$ cat src/rtl/alu_defs.sv
// Shared definitions for the sequenced ALU: op encodings, FSM states, default width.
package alu_defs;

  localparam int XLEN_DEF = 64;

  typedef enum logic [3:0] {
    ALU_ADD  = 4'd0,
    ALU_SUB  = 4'd1,
    ALU_AND  = 4'd2,
    ALU_OR   = 4'd3,
    ALU_XOR  = 4'd4,
    ALU_SLT  = 4'd5,
    ALU_SLTU = 4'd6,
    ALU_SLL  = 4'd7,
    ALU_SRL  = 4'd8,
    ALU_SRA  = 4'd9
  } alu_op_e;

  typedef enum logic {
    ST_IDLE  = 1'b0,
    ST_SHIFT = 1'b1
  } alu_state_e;

endpackage

$ cat src/rtl/alu_serial_shifter.sv
// Bit-serial shifter: one position per step, counter reports when the shift amount is used up.
module alu_serial_shifter #(
  parameter int XLEN    = 64,
  parameter int SHAMT_W = $clog2(XLEN)
) (
  input  logic               clk_i,
  input  logic               reset_i,
  input  logic               load_i,
  input  logic               step_i,
  input  logic [XLEN-1:0]    load_val_i,
  input  logic [SHAMT_W-1:0] shamt_i,
  input  logic               left_i,
  input  logic               arith_i,
  output logic [XLEN-1:0]    acc_o,
  output logic               cnt_zero_o
);

  logic [XLEN-1:0]    acc_q, acc_d;
  logic [SHAMT_W-1:0] cnt_q, cnt_d;
  logic               left_q, left_d;
  logic               arith_q, arith_d;

  always_comb begin
    acc_d   = acc_q;
    cnt_d   = cnt_q;
    left_d  = left_q;
    arith_d = arith_q;
    if (load_i) begin
      acc_d   = load_val_i;
      cnt_d   = shamt_i;
      left_d  = left_i;
      arith_d = arith_i;
    end else if (step_i && (cnt_q != '0)) begin
      if (left_q) begin
        acc_d = {acc_q[XLEN-2:0], 1'b0};
      end else begin
        acc_d = {(arith_q ? acc_q[XLEN-1] : 1'b0), acc_q[XLEN-1:1]};
      end
      cnt_d = cnt_q - SHAMT_W'(1);
    end
  end

  always_ff @(posedge clk_i) begin
    if (reset_i) begin
      acc_q   <= '0;
      cnt_q   <= '0;
      left_q  <= 1'b0;
      arith_q <= 1'b0;
    end else begin
      acc_q   <= acc_d;
      cnt_q   <= cnt_d;
      left_q  <= left_d;
      arith_q <= arith_d;
    end
  end

  assign acc_o      = acc_q;
  assign cnt_zero_o = (cnt_q == '0);

endmodule

$ cat src/rtl/alu_seq.sv
// Registered integer ALU with req/ready/done handshake; single-cycle arithmetic/logic,
// bit-serial shifts. state | meaning: IDLE | ready, 1-cycle ops ; SHIFT | serial shift running
module alu_seq
  import alu_defs::*;
#(
  parameter int XLEN    = XLEN_DEF,
  parameter bit WORD_EN = 1'b1,
  parameter int SHAMT_W = $clog2(XLEN)
) (
  input  logic            clk_i,
  input  logic            reset_i,
  input  logic            req_i,
  output logic            ready_o,
  input  logic [3:0]      op_i,
  input  logic            word_i,
  input  logic            cin_i,
  input  logic [XLEN-1:0] inA_i,
  input  logic [XLEN-1:0] inB_i,
  output logic [XLEN-1:0] out_o,
  output logic            done_o,
  output logic            cflag_o,
  output logic            vflag_o,
  output logic            zflag_o
);

  localparam bit WORD_OK = WORD_EN && (XLEN == 64);
  localparam int WW      = (XLEN >= 32) ? 32 : XLEN;

  function automatic logic [XLEN-1:0] sext_w(input logic [XLEN-1:0] x);
    logic [XLEN-1:0] r;
    r = x;
    for (int i = WW; i < XLEN; i++) r[i] = x[WW-1];
    return r;
  endfunction

  function automatic logic [XLEN-1:0] zext_w(input logic [XLEN-1:0] x);
    logic [XLEN-1:0] r;
    r = x;
    for (int i = WW; i < XLEN; i++) r[i] = 1'b0;
    return r;
  endfunction

  alu_state_e      state_q, state_d;
  logic [XLEN-1:0] out_q, out_d;
  logic            c_q, c_d, v_q, v_d, z_q, z_d;
  logic            done_q, done_d;
  logic            word_q, word_d;

  alu_op_e         op;
  logic            word_mode;
  logic            is_shift;
  logic [XLEN-1:0] b_eff;
  logic            cin_eff;
  logic [XLEN:0]   sum_x;
  logic [WW:0]     sum_w;
  logic [XLEN-1:0] logic_r;
  logic            lt;
  logic [XLEN-1:0] alu_res;
  logic            alu_c, alu_v;

  logic               sh_load, sh_step, sh_left, sh_arith, sh_cnt_zero;
  logic [XLEN-1:0]    sh_val, sh_acc, shift_fin;
  logic [SHAMT_W-1:0] sh_shamt;

  assign op        = alu_op_e'(op_i);
  assign word_mode = WORD_OK && word_i;
  assign is_shift  = (op == ALU_SLL) || (op == ALU_SRL) || (op == ALU_SRA);

  always_comb begin
    b_eff   = inB_i;
    cin_eff = 1'b0;
    logic_r = '0;
    lt      = 1'b0;
    alu_res = '0;
    alu_c   = 1'b0;
    alu_v   = 1'b0;
    if (op == ALU_SUB) begin
      b_eff   = ~inB_i;
      cin_eff = 1'b1;
    end else if (op == ALU_ADD) begin
      cin_eff = cin_i;
    end
    sum_x = {1'b0, inA_i} + {1'b0, b_eff} + {{XLEN{1'b0}}, cin_eff};
    sum_w = {1'b0, inA_i[WW-1:0]} + {1'b0, b_eff[WW-1:0]} + {{WW{1'b0}}, cin_eff};
    case (op)
      ALU_ADD, ALU_SUB: begin
        // Overflow is carry into the top bit XOR carry out of it.
        if (word_mode) begin
          alu_res = sext_w(XLEN'(sum_w[WW-1:0]));
          alu_c   = sum_w[WW];
          alu_v   = inA_i[WW-1] ^ b_eff[WW-1] ^ sum_w[WW-1] ^ sum_w[WW];
        end else begin
          alu_res = sum_x[XLEN-1:0];
          alu_c   = sum_x[XLEN];
          alu_v   = inA_i[XLEN-1] ^ b_eff[XLEN-1] ^ sum_x[XLEN-1] ^ sum_x[XLEN];
        end
      end
      ALU_AND, ALU_OR, ALU_XOR: begin
        if (op == ALU_AND)     logic_r = inA_i & inB_i;
        else if (op == ALU_OR) logic_r = inA_i | inB_i;
        else                   logic_r = inA_i ^ inB_i;
        alu_res = word_mode ? sext_w(logic_r) : logic_r;
      end
      ALU_SLT: begin
        lt = word_mode ? ($signed(inA_i[WW-1:0]) < $signed(inB_i[WW-1:0]))
                       : ($signed(inA_i) < $signed(inB_i));
        alu_res[0] = lt;
      end
      ALU_SLTU: begin
        lt = word_mode ? (inA_i[WW-1:0] < inB_i[WW-1:0]) : (inA_i < inB_i);
        alu_res[0] = lt;
      end
      default: alu_res = '0;
    endcase
  end

  always_comb begin
    sh_left  = (op == ALU_SLL);
    sh_arith = (op == ALU_SRA);
    if (op == ALU_SRL) sh_val = word_mode ? zext_w(inA_i) : inA_i;
    else               sh_val = word_mode ? sext_w(inA_i) : inA_i;
    sh_shamt = inB_i[SHAMT_W-1:0];
    if (word_mode) sh_shamt = sh_shamt & SHAMT_W'(31);
  end

  alu_serial_shifter #(
    .XLEN    (XLEN),
    .SHAMT_W (SHAMT_W)
  ) u_shifter (
    .clk_i      (clk_i),
    .reset_i    (reset_i),
    .load_i     (sh_load),
    .step_i     (sh_step),
    .load_val_i (sh_val),
    .shamt_i    (sh_shamt),
    .left_i     (sh_left),
    .arith_i    (sh_arith),
    .acc_o      (sh_acc),
    .cnt_zero_o (sh_cnt_zero)
  );

  assign shift_fin = word_q ? sext_w(sh_acc) : sh_acc;

  always_comb begin
    state_d = state_q;
    out_d   = out_q;
    c_d     = c_q;
    v_d     = v_q;
    z_d     = z_q;
    done_d  = 1'b0;
    word_d  = word_q;
    sh_load = 1'b0;
    sh_step = 1'b0;
    case (state_q)
      ST_IDLE: begin
        if (req_i) begin
          if (is_shift) begin
            sh_load = 1'b1;
            word_d  = word_mode;
            state_d = ST_SHIFT;
          end else begin
            out_d  = alu_res;
            c_d    = alu_c;
            v_d    = alu_v;
            z_d    = (alu_res == '0);
            done_d = 1'b1;
          end
        end
      end
      ST_SHIFT: begin
        if (sh_cnt_zero) begin
          out_d   = shift_fin;
          c_d     = 1'b0;
          v_d     = 1'b0;
          z_d     = (shift_fin == '0);
          done_d  = 1'b1;
          state_d = ST_IDLE;
        end else begin
          sh_step = 1'b1;
        end
      end
      default: state_d = ST_IDLE;
    endcase
  end

  always_ff @(posedge clk_i) begin
    if (reset_i) begin
      state_q <= ST_IDLE;
      out_q   <= '0;
      c_q     <= 1'b0;
      v_q     <= 1'b0;
      z_q     <= 1'b0;
      done_q  <= 1'b0;
      word_q  <= 1'b0;
    end else begin
      state_q <= state_d;
      out_q   <= out_d;
      c_q     <= c_d;
      v_q     <= v_d;
      z_q     <= z_d;
      done_q  <= done_d;
      word_q  <= word_d;
    end
  end

  assign ready_o = (state_q == ST_IDLE);
  assign out_o   = out_q;
  assign done_o  = done_q;
  assign cflag_o = c_q;
  assign vflag_o = v_q;
  assign zflag_o = z_q;

endmodule

$ cat config.mk
export PLATFORM = sky130hd
export DESIGN_NAME = alu_seq
export DESIGN_NICKNAME = d
export VERILOG_FILES = /design/src/rtl/alu_defs.sv /design/src/rtl/alu_serial_shifter.sv /design/src/rtl/alu_seq.sv
export SDC_FILE = /design/constraint.sdc
export NUM_CORES = 1
export LEC_CHECK = 0
export ABC_CLOCK_PERIOD_IN_PS = 6450
export CAP_MARGIN = 20
export CELL_PAD_IN_SITES_DETAIL_PLACEMENT = 1
export CELL_PAD_IN_SITES_GLOBAL_PLACEMENT = 1
export CORE_ASPECT_RATIO = 2
export CORE_MARGIN = 10
export CORE_UTILIZATION = 25
export CTS_BUF_LIST = sky130_fd_sc_hd__clkbuf_8
export CTS_CLUSTER_DIAMETER = 40
export CTS_CLUSTER_SIZE = 12
export DETAILED_ROUTE_END_ITERATION = 12
export PLACE_DENSITY_LB_ADDON = 0.1
export SLEW_MARGIN = 10
export SYNTH_ARGS = -nofsm -noshare
export SYNTH_HDL_FRONTEND = slang
export SYNTH_SLANG_ARGS = --single-unit
$ cat constraint.sdc
create_clock -name clk_i -period 6.45 [get_ports clk_i]
set_input_delay 0.645 -clock clk_i [delete_from_list [all_inputs] [get_ports clk_i]]
set_output_delay 0.645 -clock clk_i [all_outputs]
set_load 0.005 [all_outputs]
==> parameters.txt, run 1 <==
Parameter                              Value

Timing
  Number of max-slew violations in the final report    0
  Setup violations, final    0
  Unrepaired setup endpoints after global routing    false
  Fmax    0.158 GHz
  Share of the cycle needed by the critical path after routing    0.980
  Time the worst path needs with I/O delays and setup    6.32 ns
  Fin Hold WS    0.456 ns
  Hold Violations, Final    0
  Worst slew margin relative to its limit    0.227
  Slew at the pin with the worst max-slew slack    1.16 ns
  Total negative slack    0 ns
  Worst clock skew on the final layout    0.0174 ns

Yosys
  Cell type contributing the most total cell area after synthesis    ha_1
  Synthesized area divided by synthesized cell count    7.25 um^2
  Share of flip-flops with an asynchronous set or reset after synthesis    0
  Yosys warning total    0
  Most area-consuming cells after synthesis    ha_1 (18%), dfxtp_1 (16%), a21oi_1 (6.8%), nor2_1 (6.1%), nand2_1 (4.7%)
  Main flop type after synthesis    dfxtp_1
  Post-Synth Adder-Cell Area    0.180
  Mux contribution to synthesized area    0.0451
  Share of the synthesized netlist area taken by xor and xnor gates    0.0515
  Simple logic cell fraction of the synthesized area    0.193
  Combinational family with the most area after synthesis    compound AO/OA/AOI/OAI gates
  Portion of the post-synthesis area used by sequential elements    0.158
  Count of mapped cells out of synthesis    2489
  Number of enable flip-flop cells after synthesis    0
  Compound-cell area share of the yosys netlist    0.299
  Number of different library cells in the post-synthesis netlist    98
  Nets in the synthesized netlist    2885
  Flop and latch count out of synthesis    142
  Mapped cell area    0.0180 mm^2
  Fraction of synthesized cell area taken by the top area cell type    0.178

Clock network
  Number of H-tree levels    4
  Post-cts hold buffer count    0
  Max Root-Sink Buffers    2
  Total clock buffers created by CTS    17
  Sink count of the clock tree    142
  Clock root buffer master    clkbuf_8
  Register clock-pin slew on the reported worst setup and hold paths    0.09 ns
  Clock tree from TritonCTS    built
  Clock insertion delay at the later pin of the skew report    0.48 ns
  Buffer count from post-CTS setup fixing    0

Setup path
  Endpoint of the worst setup timing path    zflag_o
  Largest driver fanout on the critical path    10
  Buf/Inv on CP    5
  Reg2Reg Launch Point    state_q
  Required time worst endpoint    6.85 ns
  Depth of the worst register-to-register path    13
  Cells along the critical path    clkdlybuf4s50_1 > or3_1 > nor2_4 > buf_6 > buf_12 > xnor2_1 > ha_1 > buf_4 > nand4_1 > nor2_1 > o2bb2ai_2 > or4_4 > a21oi_4 > xor2_1 > o2111ai_1 > nor3_1 > nand4_1 > nor4b_2 > buf_4 > nand4_1 > or4_1 > a311oi_2
  Type of the worst setup path    input port to register
  Critical path's most frequent cell    nand4_1
  Beginning of the critical path    op_i[3]
  Worst path max stage delay    0.58 ns
  R2R Setup Slk    2.87 ns
  Cell with the biggest individual delay on the critical path    or4_4
  Arrival time of data at the critical path endpoint    6.72 ns
  Crit. End Element    register
  Reg-to-reg critical path endpoint    zflag_o
  Path length in cells of the critical path    22
  Top cell family by delay on the critical path    simple AND/OR/NAND/NOR gates
  Startpoint type of the worst setup path    input port

Detailed routing
  Antenna-violating nets left    0
  Routed vias/inst    5.53
  1st-pass router iterations    5
  Routed WL per cell    30.8 um
  Total via count in the routed design    21000
  Aggregate routed wire length    117000 um
  DRC violations left    0
  Count of routing violations after the opening detailed-route iteration    1149

Layout
  Antenna Cells    0
  Most common library cell in the layout ignoring fill and taps    buf_4
  Top library cells by usage in the layout, fill and taps aside    buf_4 (308), nor2_1 (288), ha_1 (257), a21oi_1 (242), nand2_1 (226)
  Synthesis-to-layout area growth    31.3%
  Count of nets after finishing    3268
  Ratio of cells with drive above 1 in the final layout    0.146

Power
  Leakage dissipation    9.88 nW
  Sequential fraction of design power    0.252
  Sw Share    0.439
  Total internal power    2.19 mW
  Net switching power    1.72 mW
  Part of the total power dissipated in the clock network    0.218
  Power density over the cells    165 mW/mm^2
  Combinational share of power    0.531
  Worst supply voltage drop on vdd    120 uV

Floorplanning
  Core area    0.0717 mm^2
  Starting density of the core    0.252
  Width of the die    210 um
  Num rows    139
  Top-level I/O count    206
  DIE AREA    0.0840 mm^2
  Floorplan die height    400 um

Placement
  Last weighted congestion value of the routability-driven placer    0.994
  Port bufs    205
  HPWL after detailed placement    97700 um

Worst hold path
  Number of cells on the worst hold path    2
  Worst hold path type    register to register

GRT
  Remaining global-route overflow    0
  Overall fraction of global-route tracks in use    0.270
  First-pass GRT wire length    164000 um
  Maximum number of pins on one net before global-route repair    110
  Via count of the first global-routing pass    22600
  Antenna violations before repair    1

Status
  Status    completed

Run
  Max_cap viols    0
[state kept, by name, indices dropped and copies added, names as in the netlist]
signal             count
cflag_o                1
done_o                 1
out_o                 64
state_q                1
u_shifter.acc_o       64
u_shifter.arith_q      1
u_shifter.cnt_q        6
u_shifter.left_q       1
vflag_o                1
word_q                 1
zflag_o                1
[layout make-up]
cell class / instances / area (um^2)
timing repair buffer: 524 / 4590
fill: 8759 / 48000
tap: 916 / 1150
clock buffer: 18 / 248
sequential: 142 / 2850
multi-input combinational: 2010 / 14000
clock inverter: 14 / 199
inverter: 177 / 664
[synth_stat cells (10+ instances only)]
library cell	count
nor2_1	292
ha_1	257
a21oi_1	244
nand2_1	226
inv_1	174
dfxtp_1	142
o21ai_0	125
clkbuf_1	121
xnor2_1	84
mux2i_1	79
a211oi_1	70
a221oi_1	47
a31oi_1	47
o211ai_1	43
nor3_1	41
nor4_1	38
nand4_1	35
a21o_1	34
o31ai_1	28
nand2b_1	24
nand3_1	24
xor2_1	22
o21bai_1	15
nor2b_1	14
o21a_1	14
and2_1	12
buf_1	12
buf_2	12
and3_1	11
a2111oi_0	10
[tightest hold or removal path, stage by stage, from the launching register on]
cell,delay (ns)
dfxtp_1,0.32
nand2_1,0.05
a21oi_1,0.05
[how the worst min path moves through the flow]
| stage | slack, ns | to | startpoint |
|---|---|---|---|
| after floorplan | 0.44 | out_o[38] | out_o[38] |
| after global placement | 0.44 | out_o[38] | out_o[38] |
| after detailed placement | 0.45 | out_o[57] | out_o[57] |
| after CTS | 0.46 | out_o[46] | out_o[46] |
| after global routing | 0.48 | out_o[57] | out_o[57] |
| final | 0.46 | out_o[11] | out_o[11] |
[stage by stage]
stage	std cells	instance area, um^2	util	total power [mW]	worst slack (ns)
after detailed placement	3768	23100	0.323	3.05	-0.681
after global routing	3801	23700	0.331	4.10	0.0375
final	3801	23700	0.331	3.91	0.130
after global placement	3767	23100	0.323	3.02	-0.616
after floorplan	2489	18000	-	1.96	0.163
after CTS	3800	23600	0.329	3.90	0.00511
[repair_timing]
item | 4_1_cts | 5_1_grt
pin swaps | 0 | 1
gates resized for setup | 2 | 15
setup endpoints to repair | 1 | 1
[logic make-up (layout without fill, tap and decap cells)]
| group | Yosys count | count (layout) |
|---|---|---|
| XOR/XNOR | 106 | 106 |
| flip-flops | 142 | 142 |
| buffers and inverters | 337 | 733 |
| adder cells (fa/ha/maj) | 259 | 259 |
| AO/OA/AOI/OAI | 802 | 802 |
| AND/OR/NAND/NOR | 762 | 762 |
| multiplexers | 81 | 81 |
[metal layers]
metal	up-vias	share of wire	GRT usage
met5	-	0	0
met4	0	0.12	0.286
met3	303	0.030	0.0281
met2	669	0.52	0.501
met1	10300	0.33	0.243
li1	9754	-	-
[power groups by stage]
| stage | logic (mW) | clock network, mW | registers (mW) |
|---|---|---|---|
| final | 2.07 | 0.851 | 0.985 |
| after floorplan | 0.978 | 0 | 0.982 |
| after CTS | 2.06 | 0.866 | 0.983 |
| after detailed placement | 2.04 | 0 | 1.00 |
| after global routing | 2.20 | 0.909 | 0.991 |
| after global placement | 2.02 | 0 | 1.01 |
(Power assumes the default switching activity.)
==> run 2, diff against run 1 <==
Settings changed: CAP_MARGIN 20 to unset, CORE_UTILIZATION 25 to 39.
==> parameters.txt, run 2 (synthesis results as in run 1) <==
Parameter                              Value

Layout
  Ratio of cells with drive above 1 in the final layout    0.139 (was 0.146)
  Most common library cell in the layout ignoring fill and taps    buf_4 (unchanged)
  Top library cells by usage in the layout, fill and taps aside    buf_4 (304), nor2_1 (288), ha_1 (257), a21oi_1 (243), nand2_1 (226) (was buf_4 (308), nor2_1 (288), ha_1 (257), a21oi_1 (242), nand2_1 (226))
  Synthesis-to-layout area growth    27.3% (was 31.3%)
  Count of nets after finishing    3256 (was 3268)
  Number of filler cells placed in the layout    5764 (was 8759)

Timing
  Worst clock skew on the final layout    0.0183 ns (was 0.0174 ns)
  Worst slew margin relative to its limit    0.106 (was 0.227)
  Setup violations, final    0 (unchanged)
  Total negative slack    0 ns (unchanged)
  Share of the cycle needed by the critical path after routing    0.970 (was 0.980)
  Number of max-slew violations in the final report    0 (unchanged)
  Minimum setup slack in the final design    0.192 ns (was 0.130 ns)
  Slew at the pin with the worst max-slew slack    1.34 ns (was 1.16 ns)
  Unrepaired setup endpoints after global routing    false (unchanged)
  Time the worst path needs with I/O delays and setup    6.26 ns (was 6.32 ns)
  Fmax    0.160 GHz (was 0.158 GHz)
  Hold Violations, Final    0 (unchanged)

Clock network
  Clock tree from TritonCTS    built (unchanged)
  Sink count of the clock tree    142 (unchanged)
  Register clock-pin slew on the reported worst setup and hold paths    0.08 ns (was 0.09 ns)
  Post-cts hold buffer count    0 (unchanged)
  Buffer count from post-CTS setup fixing    0 (unchanged)
  Clock insertion delay at the later pin of the skew report    0.47 ns (was 0.48 ns)
  Number of H-tree levels    4 (unchanged)
  Clock root buffer master    clkbuf_8 (unchanged)
  Max Root-Sink Buffers    2 (unchanged)
  Total clock buffers created by CTS    17 (unchanged)

Placement
  Port bufs    205 (unchanged)
  Last weighted congestion value of the routability-driven placer    1.06 (was 0.994)
  Dpl ws    -0.216 ns (was -0.681 ns)
  HPWL after detailed placement    86900 um (was 97700 um)

Setup path
  Largest driver fanout on the critical path    17 (was 10)
  Worst path max stage delay    0.64 ns (was 0.58 ns)
  Startpoint type of the worst setup path    input port (unchanged)
  Arrival time of data at the critical path endpoint    6.64 ns (was 6.72 ns)
  Cells along the critical path    clkdlybuf4s50_1 > or3_1 > nor2_4 > buf_4 > buf_12 > xnor2_1 > ha_1 > nand4_1 > buf_4 > buf_4 > nor3_1 > a22oi_1 > nand2_1 > a21oi_1 > o41ai_1 > xor2_1 > a21oi_1 > nand4_1 > nor4b_2 > nand4_1 > or4_1 > a311oi_2 (was clkdlybuf4s50_1 > or3_1 > nor2_4 > buf_6 > buf_12 > xnor2_1 > ha_1 > buf_4 > nand4_1 > nor2_1 > o2bb2ai_2 > or4_4 > a21oi_4 > xor2_1 > o2111ai_1 > nor3_1 > nand4_1 > nor4b_2 > buf_4 > nand4_1 > or4_1 > a311oi_2)
  Crit. End Element    register (unchanged)
  Cell with the biggest individual delay on the critical path    o41ai_1 (was or4_4)
  Required time worst endpoint    6.83 ns (was 6.85 ns)
  Type of the worst setup path    input port to register (unchanged)
  R2R Setup Slk    2.58 ns (was 2.87 ns)

Detailed routing
  Count of routing violations after the opening detailed-route iteration    1548 (was 1149)
  Total via count in the routed design    21700 (was 21000)
  1st-pass router iterations    5 (unchanged)
  Aggregate routed wire length    107000 um (was 117000 um)
  Antenna-violating nets left    0 (unchanged)
  Routed WL per cell    31.1 um (was 30.8 um)
  DRC violations left    0 (unchanged)
  Routed vias/inst    6.29 (was 5.53)

Floorplanning
  Core area    0.0458 mm^2 (was 0.0717 mm^2)
  DIE AREA    0.0558 mm^2 (was 0.0840 mm^2)
  Num rows    111 (was 139)
  Floorplan die height    324 um (was 400 um)
  Top-level I/O count    206 (unchanged)
  Width of the die    172 um (was 210 um)
  Starting density of the core    0.394 (was 0.252)

Power
  Worst supply voltage drop on vdd    113 uV (was 120 uV)
  Leakage dissipation    9.75 nW (was 9.88 nW)
  Power density over the cells    163 mW/mm^2 (was 165 mW/mm^2)

GRT
  Antenna violations before repair    3 (was 1)
  First-pass GRT wire length    153000 um (was 164000 um)
  Overall fraction of global-route tracks in use    0.377 (was 0.270)
  Maximum number of pins on one net before global-route repair    110 (unchanged)
  Remaining global-route overflow    0 (unchanged)
  Via count of the first global-routing pass    23400 (was 22600)

Worst hold path
  Worst hold path type    register to register (unchanged)

Run
  Max_cap viols    0 (unchanged)

Status
  Status    completed (unchanged)
-- run 2: changes by cell type in the layout (fill, tap and decap cells not counted), sizes merged --
cell	before	now
clkinv	9	8
clkinvlp	1	3
diode	0	3
inv	176	178
dlymetal6s2s	1	0
bufinv	5	2
buf	320	309
-- run 2: area by class of cell --
class	instances	area, um^2	share of cell area
Multi-Input combinational cell	2010	13900	0.607
Sequential cell	142	2850	0.124
Inverter	177	664	0.0289
Antenna cell	3	7.51	0.000327
Tap cell	565	707	0.0308
Clock buffer	18	248	0.0108
Timing Repair Buffer	512	4410	0.192
Clock inverter	14	144	0.00626
-- run 2: path summary, 6_finish.rpt --
path                  start  depth (start not counted)         to
setup / recovery    op_i[3]                         22    zflag_o
hold / removal    out_o[38]                          2  out_o[38]
setup reg to reg    state_q                         13    zflag_o
hold reg to reg   out_o[38]                          2  out_o[38]
-- run 2: stage by stage --
| step | total power, mW | hold slack [ns] | utilization | instances | cell area [um^2] |
|---|---|---|---|---|---|
| global placement | 2.92 | 0.433 | 0.492 | 3406 | 22600 |
| global route | 3.92 | 0.467 | 0.501 | 3440 | 23000 |
| floorplan | 1.96 | 0.439 | - | 2489 | 18000 |
| detailed placement | 2.96 | 0.440 | 0.492 | 3406 | 22600 |
| CTS | 3.70 | 0.452 | 0.501 | 3438 | 23000 |
| finish | 3.75 | 0.450 | 0.501 | 3441 | 23000 |
-- run 2: per-layer routing --
layer  share of wire  GRT usage
met3           0.047     0.0584
met1            0.31      0.327
met4            0.15      0.458
met2            0.50      0.662
met5               0          0
-- run 2: critical path, delay by kind of cell --
family	cells	cell delay [ns]
buffers and inverters	5	1.39
and+or+nand+nor	9	2.23
xor gates and xnor gates	2	0.26
adders and majority gates	1	0.38
AOI/OAI and AO/OA	5	1.68
-- run 2: power breakdown --
group / leakage (nW) / internal (mW) / switching (mW) / total [mW]
clock network: 0.198 / 0.353 / 0.384 / 0.737
logic: 8.39 / 0.798 / 1.23 / 2.02
registers: 1.16 / 0.926 / 0.0645 / 0.991
total: 9.75 / 2.08 / 1.67 / 3.75
-- run 2: what timing repair did --
action / in CTS / in global routing
endpoints found under the hold margin: 0 / 0
gates resized for setup: 0 / 3
setup endpoints to repair: 0 / 1
==> run 3, diff against run 2 <==
Settings changed: CELL_PAD_IN_SITES_DETAIL_PLACEMENT 1 to unset, CELL_PAD_IN_SITES_GLOBAL_PLACEMENT 1 to unset, CORE_UTILIZATION 39 to 54, PLACE_DENSITY set to 0.8, PLACE_DENSITY_LB_ADDON 0.1 to unset, SETUP_SLACK_MARGIN set to 0.5.
==> parameters.txt, run 3 (synthesis results as in run 1) <==
Parameter                              Value

Timing
  Minimum setup slack in the final design    0.674 ns (was 0.192 ns)
  Worst clock skew on the final layout    0.0137 ns (was 0.0183 ns)
  Time the worst path needs with I/O delays and setup    5.78 ns (was 6.26 ns)
  Unrepaired setup endpoints after global routing    false (unchanged)
  Hold Violations, Final    0 (unchanged)
  Setup violations, final    0 (unchanged)
  Share of the cycle needed by the critical path after routing    0.896 (was 0.970)
  Fmax    0.173 GHz (was 0.160 GHz)
  Number of max-slew violations in the final report    0 (unchanged)
  Worst slew margin relative to its limit    0.219 (was 0.106)
  Total negative slack    0 ns (unchanged)
  Slew at the pin with the worst max-slew slack    1.17 ns (was 1.34 ns)

Power
  Net switching power    1.61 mW (was 1.67 mW)
  Worst supply voltage drop on vdd    165 uV (was 113 uV)
  Combinational share of power    0.527 (was 0.539)
  Total internal power    1.91 mW (was 2.08 mW)
  Sequential fraction of design power    0.280 (was 0.264)
  Sw Share    0.457 (was 0.446)
  Power density over the cells    160 mW/mm^2 (was 163 mW/mm^2)
  Leakage dissipation    9.19 nW (was 9.75 nW)
  Part of the total power dissipated in the clock network    0.193 (was 0.197)

Floorplanning
  Starting density of the core    0.548 (was 0.394)
  DIE AREA    0.0416 mm^2 (was 0.0558 mm^2)
  Num rows    94 (was 111)
  Top-level I/O count    206 (unchanged)
  Floorplan die height    278 um (was 324 um)
  Width of the die    149 um (was 172 um)
  Core area    0.0329 mm^2 (was 0.0458 mm^2)

Clock network
  Post-cts hold buffer count    0 (unchanged)
  Clock insertion delay at the later pin of the skew report    0.46 ns (was 0.47 ns)
  Clock root buffer master    clkbuf_8 (unchanged)
  Sink count of the clock tree    142 (unchanged)
  Number of H-tree levels    4 (unchanged)
  Total clock buffers created by CTS    17 (unchanged)
  Clock tree from TritonCTS    built (unchanged)
  Register clock-pin slew on the reported worst setup and hold paths    0.09 ns (was 0.08 ns)
  Max Root-Sink Buffers    2 (unchanged)

Placement
  Number of cells in the design after placement    3148 (was 3406)
  Last weighted congestion value of the routability-driven placer    1.19 (was 1.06)
  Port bufs    205 (unchanged)
  HPWL after detailed placement    71100 um (was 86900 um)
  Dpl ws    -0.0868 ns (was -0.216 ns)

GRT
  Via count of the first global-routing pass    21000 (was 23400)
  Maximum number of pins on one net before global-route repair    71 (was 110)
  Overall fraction of global-route tracks in use    0.425 (was 0.377)
  Remaining global-route overflow    0 (unchanged)
  Antenna violations before repair    4 (was 3)
  First-pass GRT wire length    133000 um (was 153000 um)

Layout
  Synthesis-to-layout area growth    22.2% (was 27.3%)
  Ratio of cells with drive above 1 in the final layout    0.112 (was 0.139)
  Most common library cell in the layout ignoring fill and taps    nor2_1 (was buf_4)
  Top library cells by usage in the layout, fill and taps aside    nor2_1 (289), ha_1 (256), a21oi_1 (241), nand2_1 (226), clkdlybuf4s50_1 (203) (was buf_4 (304), nor2_1 (288), ha_1 (257), a21oi_1 (243), nand2_1 (226))
  Number of filler cells placed in the layout    2910 (was 5764)
  Flip-flop and latch area    0.00285 mm^2 (about the same)
  Final core area utilization    0.669 (was 0.501)
  Area of combinational cells with multiple inputs    0.0141 mm^2 (was 0.0139 mm^2)
  Count of nets after finishing    3139 (was 3256)
  Post-layout instance count excluding filler cells    3191 (was 3441)

Setup path
  Startpoint type of the worst setup path    input port (unchanged)
  Crit. End Element    register (unchanged)
  Top cell family by delay on the critical path    simple AND/OR/NAND/NOR gates (unchanged)
  Cell with the biggest individual delay on the critical path    or4_1 (was o41ai_1)
  Buf/Inv on CP    4 (was 5)
  Worst path max stage delay    0.64 ns (about the same)
  Arrival time of data at the critical path endpoint    6.14 ns (was 6.64 ns)
  Type of the worst setup path    input port to register (unchanged)
  Required time worst endpoint    6.82 ns (was 6.83 ns)
  Largest driver fanout on the critical path    3 (was 17)
  Cells along the critical path    clkdlybuf4s50_1 > inv_1 > ha_1 > or4_1 > nor3_2 > o311ai_0 > o31ai_1 > o41ai_2 > buf_4 > a311oi_1 > o211ai_1 > nor4_1 > buf_4 > nand4_1 > nor4b_2 > nand4_1 > or4_1 > a311oi_2 (was clkdlybuf4s50_1 > or3_1 > nor2_4 > buf_4 > buf_12 > xnor2_1 > ha_1 > nand4_1 > buf_4 > buf_4 > nor3_1 > a22oi_1 > nand2_1 > a21oi_1 > o41ai_1 > xor2_1 > a21oi_1 > nand4_1 > nor4b_2 > nand4_1 > or4_1 > a311oi_2)

Detailed routing
  Total length of routed met2 wires    43400 um (was 53100 um)
  Count of routing violations after the opening detailed-route iteration    2351 (was 1548)
  Met3 WL post-DR    7340 um (was 5040 um)
  Aggregate routed wire length    91600 um (was 107000 um)
  Routed WL per cell    28.7 um (was 31.1 um)
  Routed vias/inst    6.71 (was 6.29)
  DRT met1 WL    27400 um (was 33100 um)
  DRC violations left    0 (unchanged)
  Total via count in the routed design    21400 (was 21700)
  1st-pass router iterations    9 (was 5)
  Antenna-violating nets left    0 (unchanged)
  Highest routed metal layer    met5 (was met4)

Worst hold path
  Worst hold path type    register to register (unchanged)

Run
  Max_cap viols    0 (unchanged)

Status
  Status    completed (unchanged)
[run 3: changes by cell type in the layout (fill, tap and decap cells not counted), moves of 3 or more]
| cell | previous run | this run |
|---|---|---|
| buf_4 | 304 | 189 |
| nor3_2 | 0 | 4 |
| buf_12 | 5 | 2 |
| inv_6 | 2 | 5 |
| nor3_1 | 40 | 37 |
| nor4_1 | 37 | 34 |
| nor4_2 | 1 | 4 |
[run 3: path summary, 6_finish.rpt]
path,from,end,slack (ns),cells past startpoint
setup / recovery,inB_i[44],zflag_o,0.67,18
hold / removal,out_o[38],out_o[38],0.45,2
setup reg to reg,state_q,zflag_o,2.87,11
hold reg to reg,out_o[38],out_o[38],0.45,2
[run 3: per-layer routing]
| layer | up-vias | track usage |
|---|---|---|
| met1 | 9927 | 0.386 |
| met2 | 1424 | 0.723 |
| li1 | 9506 | - |
| met3 | 552 | 0.0918 |
| met4 | 4 | 0.472 |
| met5 | - | 0 |
[run 3: cell type report]
cell class,instances,share of cell area
clock inverters,15,0.00585
inverters,177,0.0301
multi-input cells,2010,0.640
diodes,3,0.000341
flip-flops and latches,142,0.129
well taps,432,0.0245
repair buffers,395,0.159
clock buffers,17,0.0106
[run 3: tightest hold or removal path, cell delays in order, from the launching register on]
cell,delay (ns)
dfxtp_1,0.32
nand2_1,0.05
nand2_1,0.05
[run 3: power groups by stage]
stage	registers (mW)	clock network [mW]	logic (mW)
2_1_floorplan	0.982	0	0.979
3_3_place_gp	0.998	0	1.70
3_5_place_dp	1.00	0	1.72
4_1_cts	0.981	0.669	1.73
5_1_grt	0.989	0.712	1.95
6_report	0.985	0.678	1.86
[run 3: timing repair]
action,4_1_cts,5_1_grt
resized for setup,2,33
setup endpoints to repair,1,2
pin swaps,0,11
cloned,0,1
buffers inserted,0,6
[run 3: metrics by stage]
step                total power [mW]  instance area [um^2]  hold slack, ns
CTS                             3.38                 21800           0.455
finish                          3.52                 22000           0.454
floorplan                       1.96                 18100           0.439
detailed placement              2.72                 21400           0.441
global route                    3.65                 22000           0.468
global placement                2.70                 21400           0.433
